### config.mk
export PLATFORM = sky130hd
export DESIGN_NAME = mvm_activation
export DESIGN_NICKNAME = d
export VERILOG_FILES = /design/src/rtl/mvm_activation.sv
export SDC_FILE = /design/constraint.sdc
export NUM_CORES = 1
export LEC_CHECK = 0
export BUFFER_PORTS_ARGS = -buffer_cell sky130_fd_sc_hd__clkbuf_2
export CELL_PAD_IN_SITES_DETAIL_PLACEMENT = 2
export CELL_PAD_IN_SITES_GLOBAL_PLACEMENT = 2
export CORE_MARGIN = 2
export CORE_UTILIZATION = 32
export DETAILED_ROUTE_END_ITERATION = 6
export PLACE_DENSITY = 0.89
export SLEW_MARGIN = 20
export SYNTH_ARGS = -nofsm -noshare
export SYNTH_HDL_FRONTEND = slang
export SYNTH_SLANG_ARGS = --single-unit
### constraint.sdc
create_clock -name clk -period 4.2 [get_ports clk]
set_input_delay 0.63 -clock clk [delete_from_list [all_inputs] [get_ports clk]]
set_output_delay 0.63 -clock clk [all_outputs]
set_load 0.005 [all_outputs]
### src/rtl/mvm_activation.sv
// Post-MVM output stage: bias add, ReLU and one-element-per-beat valid/ready streaming.
// Optional build macro MVM_ACT_SAT_EN selects saturating activation instead of wrap-then-ReLU.
module mvm_activation #(
    parameter  int MATRIX_ROWS = 3,
    parameter  int WIDTH       = 8,
    localparam int IDX_W       = (MATRIX_ROWS > 1) ? $clog2(MATRIX_ROWS) : 1
) (
    input  logic                         clk,
    input  logic                         reset,
    input  logic                         in_valid,
    output logic                         in_ready,
    input  logic [MATRIX_ROWS*WIDTH-1:0] result_vector,
    input  logic [MATRIX_ROWS*WIDTH-1:0] bias_vector,
    output logic                         out_valid,
    input  logic                         out_ready,
    output logic [WIDTH-1:0]             out_data,
    output logic [IDX_W-1:0]             out_index,
    output logic                         out_last
);

    localparam int               ELEMS    = 2 ** IDX_W;
    localparam logic [IDX_W-1:0] LAST_IDX = IDX_W'(MATRIX_ROWS - 1);

    typedef enum logic [0:0] {
        ST_IDLE = 1'b0,
        ST_RUN  = 1'b1
    } state_t;

    state_t                       r_state;
    logic                         r_in_ready;
    logic                         r_out_valid;
    logic [WIDTH-1:0]             r_out_data;
    logic [IDX_W-1:0]             r_out_index;
    logic                         r_out_last;
    logic [MATRIX_ROWS*WIDTH-1:0] r_result;
    logic [MATRIX_ROWS*WIDTH-1:0] r_bias;

    state_t                       w_state_nxt;
    logic                         w_in_ready_nxt;
    logic                         w_valid_nxt;
    logic [WIDTH-1:0]             w_data_nxt;
    logic [IDX_W-1:0]             w_index_nxt;
    logic                         w_last_nxt;
    logic                         w_capture;
    logic [IDX_W-1:0]             w_next_idx;
    logic [WIDTH-1:0]             w_res_elem  [ELEMS];
    logic [WIDTH-1:0]             w_bias_elem [ELEMS];

    // Bias add plus activation for one element.
    function automatic logic [WIDTH-1:0] f_activate(input logic [WIDTH-1:0] a,
                                                    input logic [WIDTH-1:0] b);
`ifdef MVM_ACT_SAT_EN
        logic [WIDTH:0] sum;
        sum = {a[WIDTH-1], a} + {b[WIDTH-1], b};
        if (sum[WIDTH]) begin
            return {WIDTH{1'b0}};
        end else if (sum[WIDTH-1]) begin
            return {1'b0, {(WIDTH-1){1'b1}}};
        end else begin
            return sum[WIDTH-1:0];
        end
`else
        // Only the low WIDTH bits of the widened sum survive the wrap, so add narrow.
        logic [WIDTH-1:0] r;
        r = a + b;
        if (r[WIDTH-1]) begin
            return {WIDTH{1'b0}};
        end else begin
            return r;
        end
`endif
    endfunction

    // Unpack latched vectors into element arrays; padding entries beyond the last row read 0.
    for (genvar g = 0; g < ELEMS; g++) begin : g_elem
        if (g < MATRIX_ROWS) begin : g_live
            assign w_res_elem[g]  = r_result[(MATRIX_ROWS-g)*WIDTH-1 -: WIDTH];
            assign w_bias_elem[g] = r_bias[(MATRIX_ROWS-g)*WIDTH-1 -: WIDTH];
        end else begin : g_pad
            assign w_res_elem[g]  = {WIDTH{1'b0}};
            assign w_bias_elem[g] = {WIDTH{1'b0}};
        end
    end

    assign w_next_idx = r_out_index + IDX_W'(1'b1);

    // Next-state and next-output decode for the IDLE/RUN sequencer.
    always_comb begin
        w_state_nxt = r_state;
        w_valid_nxt = r_out_valid;
        w_data_nxt  = r_out_data;
        w_index_nxt = r_out_index;
        w_last_nxt  = r_out_last;
        w_capture   = 1'b0;
        case (r_state)
            ST_IDLE: begin
                if (in_valid) begin
                    // Element 0 comes straight from the ports since the latch is not loaded yet.
                    w_capture   = 1'b1;
                    w_state_nxt = ST_RUN;
                    w_valid_nxt = 1'b1;
                    w_data_nxt  = f_activate(result_vector[MATRIX_ROWS*WIDTH-1 -: WIDTH],
                                             bias_vector[MATRIX_ROWS*WIDTH-1 -: WIDTH]);
                    w_index_nxt = {IDX_W{1'b0}};
                    w_last_nxt  = (LAST_IDX == {IDX_W{1'b0}});
                end else begin
                    w_valid_nxt = 1'b0;
                end
            end
            ST_RUN: begin
                if (r_out_valid && out_ready) begin
                    if (r_out_last) begin
                        w_state_nxt = ST_IDLE;
                        w_valid_nxt = 1'b0;
                    end else begin
                        w_data_nxt  = f_activate(w_res_elem[w_next_idx], w_bias_elem[w_next_idx]);
                        w_index_nxt = w_next_idx;
                        w_last_nxt  = (w_next_idx == LAST_IDX);
                    end
                end else begin
                    w_valid_nxt = r_out_valid;
                end
            end
            default: begin
                w_state_nxt = ST_IDLE;
                w_valid_nxt = 1'b0;
            end
        endcase
        w_in_ready_nxt = (w_state_nxt == ST_IDLE);
    end

    // State, output and capture registers with synchronous active-low reset.
    always_ff @(posedge clk) begin
        if (!reset) begin
            r_state     <= ST_IDLE;
            r_in_ready  <= 1'b1;
            r_out_valid <= 1'b0;
            r_out_data  <= {WIDTH{1'b0}};
            r_out_index <= {IDX_W{1'b0}};
            r_out_last  <= 1'b0;
            r_result    <= {(MATRIX_ROWS*WIDTH){1'b0}};
            r_bias      <= {(MATRIX_ROWS*WIDTH){1'b0}};
        end else begin
            r_state     <= w_state_nxt;
            r_in_ready  <= w_in_ready_nxt;
            r_out_valid <= w_valid_nxt;
            r_out_data  <= w_data_nxt;
            r_out_index <= w_index_nxt;
            r_out_last  <= w_last_nxt;
            if (w_capture) begin
                r_result <= result_vector;
                r_bias   <= bias_vector;
            end else begin
                r_result <= r_result;
                r_bias   <= r_bias;
            end
        end
    end

    assign in_ready  = r_in_ready;
    assign out_valid = r_out_valid;
    assign out_data  = r_out_data;
    assign out_index = r_out_index;
    assign out_last  = r_out_last;

endmodule

==> impl.org <==
** Synth
- For this run, the number of Yosys warnings is 0.
- Yosys reg bits :: 61
- Counting every net in the synthesized netlist gives 446.
- The cell area that synthesis handed to floorplanning was 3200 um2.
- After synthesis, the share of flip-flops with an asynchronous set or reset is 0.
- In this run, distinct cell masters in the synthesized netlist total 43.
- Register area share after synthesis :: 0.381
- Commonest register cell after synthesis :: dfxtp_1
- Synthesized netlist cell count :: 377
- In this run, synthesis inferred 0 flip-flops with an integrated enable.
- A synthesized cell averages 8.50 um2.

** Layout
- Of the cells placed in the final design, the portion with a size suffix greater than 1 is 0.229.
- The library cell used most frequently in the layout, excluding fill and tap cells, is nand2_1.
- The number of antenna diodes in the final layout is 0.
- The area growth from synthesis to layout is 19.3%.
- The layout has 1,141 filler cells.
- Commonest cells after routing, fill and taps aside :: 104 x nand2_1, 63 x clkbuf_2, 61 x dfxtp_1
- After the last flow step, the layout net total stands at 501.
- After the flow finishes, the layout carries non-filler instances totaling 570.

** Place
- At the end of routability-driven placement, the weighted congestion stood at 0.812.
- Counting tap cells, the placed design contains a total of 554 instances.
- Estimated wirelength of the detail-placed design :: 7.92 mm
- Port buffering added 63 buffers.

** Route
- For this block, the initial DRC count from the detailed router was 110.
- The routed layout has 2,936 vias.
- Dividing the detail-routed wire length by the instance count gives 19.4 um.
- Dividing the detail-routed via count by the number of cells gives 5.15.
- Antenna violation net count after detailed routing :: 0
- The first detailed-routing pass took 4 iterations.
- Total Wirelength :: 11.1 mm
- In the routed design, unresolved DRC markers number 0.

** Timing
- After layout, the minimum clock period comes to 3.62 ns.
- Crit share post-route :: 0.861
- At the pin with the least slew margin, the transition time is 0.940 ns.
- The number of hold-slack violations in the final timing report was 0.
- Largest clock skew in the final design :: 0.00637 ns
- Setup repair after global routing missed its margin :: no
- Setup total negative slack on the finished layout was measured at 0 ns.
- Final Setup Violations :: 0
- Hold is met by 0.489 ns.
- The total count of max-transition violations in the final report came to 0.
- Peak Freq :: 276 MHz
- Headroom to the max-slew limit came out at 0.373.

** Global routing
- Number of antenna violations at the first check in global routing :: 0
- Aggregate global-route resource usage :: 0.215
- After global routing the overflow that remains totals 0.
- Number of global-route vias before repair :: 3,326
- Entering global routing, the biggest net connects 57 pins.
- The first global-routing pass estimated 17.7 mm of wire.

** CTS
- Cell at the root of the clock tree :: clkbuf_8
- Clock tree from TritonCTS :: built
- Hold buffer count at CTS :: 0
- The later pin in the worst-skew pair is clocked with a latency of 0.35 ns.
- Clock-pin slew was measured on the worst setup and hold paths at 0.07 ns.
- The number of setup buffers added after CTS is 0.
- In this run, CTS created clock tree buffers numbering 9.
- Sink count of the clock tree :: 61
- CTS built an H-tree with a depth of 3.
- Max Root-Sink Buffers :: 2
- Gates resized during post-CTS repair numbered 0.

** Floorplan
- In this run the core area contains 36 standard-cell rows.
- Measured along the y axis, the die boundary spans 104 um.
- The core region is 9730 um2.
- For this configuration, the core starts out at a cell density of 0.329.
- Die area :: 10,800 um2
- Width of the chip :: 104 um
- I/O Pins :: 65

** Power
- Internal power comes to 0.999 mW.
- Portion of total power attributed to combinational logic :: 0.162
- VDD IR max :: 0.131 mV
- The analysis attributes to cell leakage a power of 1.65 nW.
- Sw power :: 0.386 mW
- Share of total power consumed by net switching :: 0.279
- Power per cell area :: 362 nW/um2
- Clock power frac :: 0.377
- Of the total power, registers draw 0.461.
- Power comes to 1.38 mW.

** Setup path
- Of all nets on the critical path, the largest fanout is 10.
- The slowest stage of the critical path belongs to the cell nor2b_1.
- Ordered list of cells on the worst path :: inv_1, ha_1, nor2b_1, a22o_1, ha_1, inv_1, fa_1, nor2b_1, nor2_1, o21ai_0, a21oi_1, xnor2_1, a221o_1
- Critical Path RT :: 4.44 ns
- Crit end category :: register
- Type of origin of the critical path :: register
- Worst path max stage delay :: 0.54 ns
- The critical path in this run is classified as register to register.
- Reg2reg setup slack :: 0.58 ns
- At the worst endpoint, the arrival time is 3.86 ns.

** Outcome
- The flow ran to the end, and the final reports show no timing, DRC or antenna violations.

** Job
- Max-cap violations :: 0

** Worst hold path
- The min-delay analysis places its worst path in the category register to register.
[per-layer routing]
metal	wire [um]	global-route usage	up-vias
li1	-	-	1402
met1	4620	0.238	1441
met2	5610	0.386	66
met3	407	0.0426	27
met4	438	0.115	0
met5	0	0	-
[layout make-up]
type                    instances  area (um2)  area share
inverters                       9        33.8     0.00884
well taps                     133         166      0.0435
repair buffers                 68         353      0.0923
multi-input cells             283        1860       0.485
flip-flops and latches         61        1220       0.319
clock inverters                 4        47.5      0.0124
clock buffers                  12         145      0.0380
[power groups by stage]
stage	Sequential [mW]	Clock, mW	Combinational [mW]
finish	0.638	0.523	0.224
detailed placement	0.650	0	0.221
CTS	0.638	0.534	0.228
floorplan	0.639	0	0.141
global route	0.641	0.563	0.252
global placement	0.647	0	0.208
[sequential cells by signal (all words and copies together), names as in the netlist]
| register | cells |
|---|---|
| in_ready | 1 |
| r_state | 1 |
| out_data | 7 |
| out_valid | 1 |
| r_bias | 24 |
| r_result | 24 |
| out_last | 1 |
| out_index | 2 |
[worst max-delay path, delay by kind of cell, from the launching register on]
| kind | cells | cell delay (ns) |
|---|---|---|
| XOR/XNOR | 1 | 0.15 |
| adder cells (fa/ha/maj) | 3 | 1.17 |
| AND/OR/NAND/NOR | 3 | 0.80 |
| buffers and inverters | 2 | 0.17 |
| flip-flops | 1 | 0.37 |
| AO/OA/AOI/OAI | 4 | 0.84 |
[synth_stat cells (3+ instances only)]
cell / count / area, um2
a22oi_1: 3 / 22.5
a221o_1: 3 / 30.0
inv_1: 9 / 33.8
nand2_1: 104 / 390
a211o_1: 3 / 26.3
a22o_1: 12 / 105
nor2_1: 12 / 45.0
o21ai_0: 7 / 35.0
mux2_2: 14 / 158
clkbuf_1: 14 / 52.6
xnor2_1: 6 / 52.6
dfxtp_1: 61 / 1220
nor2b_1: 6 / 37.5
o21a_1: 3 / 22.5
o211ai_1: 3 / 22.5
buf_2: 5 / 25.0
ha_1: 15 / 188
xor2_1: 6 / 52.6
buf_1: 4 / 15.0
a21oi_1: 5 / 25.0
a21boi_0: 49 / 368
nor3_1: 5 / 25.0
[final timing paths]
check | from | to | depth (start not counted)
setup / recovery | out_index[1] | out_data[6] | 13
hold / removal | r_bias[1] | r_bias[1] | 2
setup reg to reg | out_index[1] | out_data[6] | 13
hold reg to reg | r_bias[1] | r_bias[1] | 2
[per-stage QoR]
| step | cell area (um2) | utilization | setup slack, ns |
|---|---|---|---|
| finish | 3820 | 0.393 | 0.582 |
| global route | 3820 | 0.393 | 0.387 |
| detailed placement | 3630 | 0.373 | 0.759 |
| floorplan | 3200 | - | 1.10 |
| global placement | 3630 | 0.373 | 1.01 |
| CTS | 3820 | 0.393 | 0.568 |
[cell families (layout without fill, tap and decap cells)]
family / count (synthesis) / in the layout / share of synthesized area
buffers and inverters: 33 / 93 / 0.0418
xor gates and xnor gates: 12 / 12 / 0.0328
DFF: 61 / 61 / 0.381
muxes: 16 / 16 / 0.0566
AOI/OAI and AO/OA: 102 / 102 / 0.243
adders and majority gates: 17 / 17 / 0.0711
other: 1 / 1 / 0.00117
and+or+nand+nor: 135 / 135 / 0.172
(Power assumes the default switching activity.)
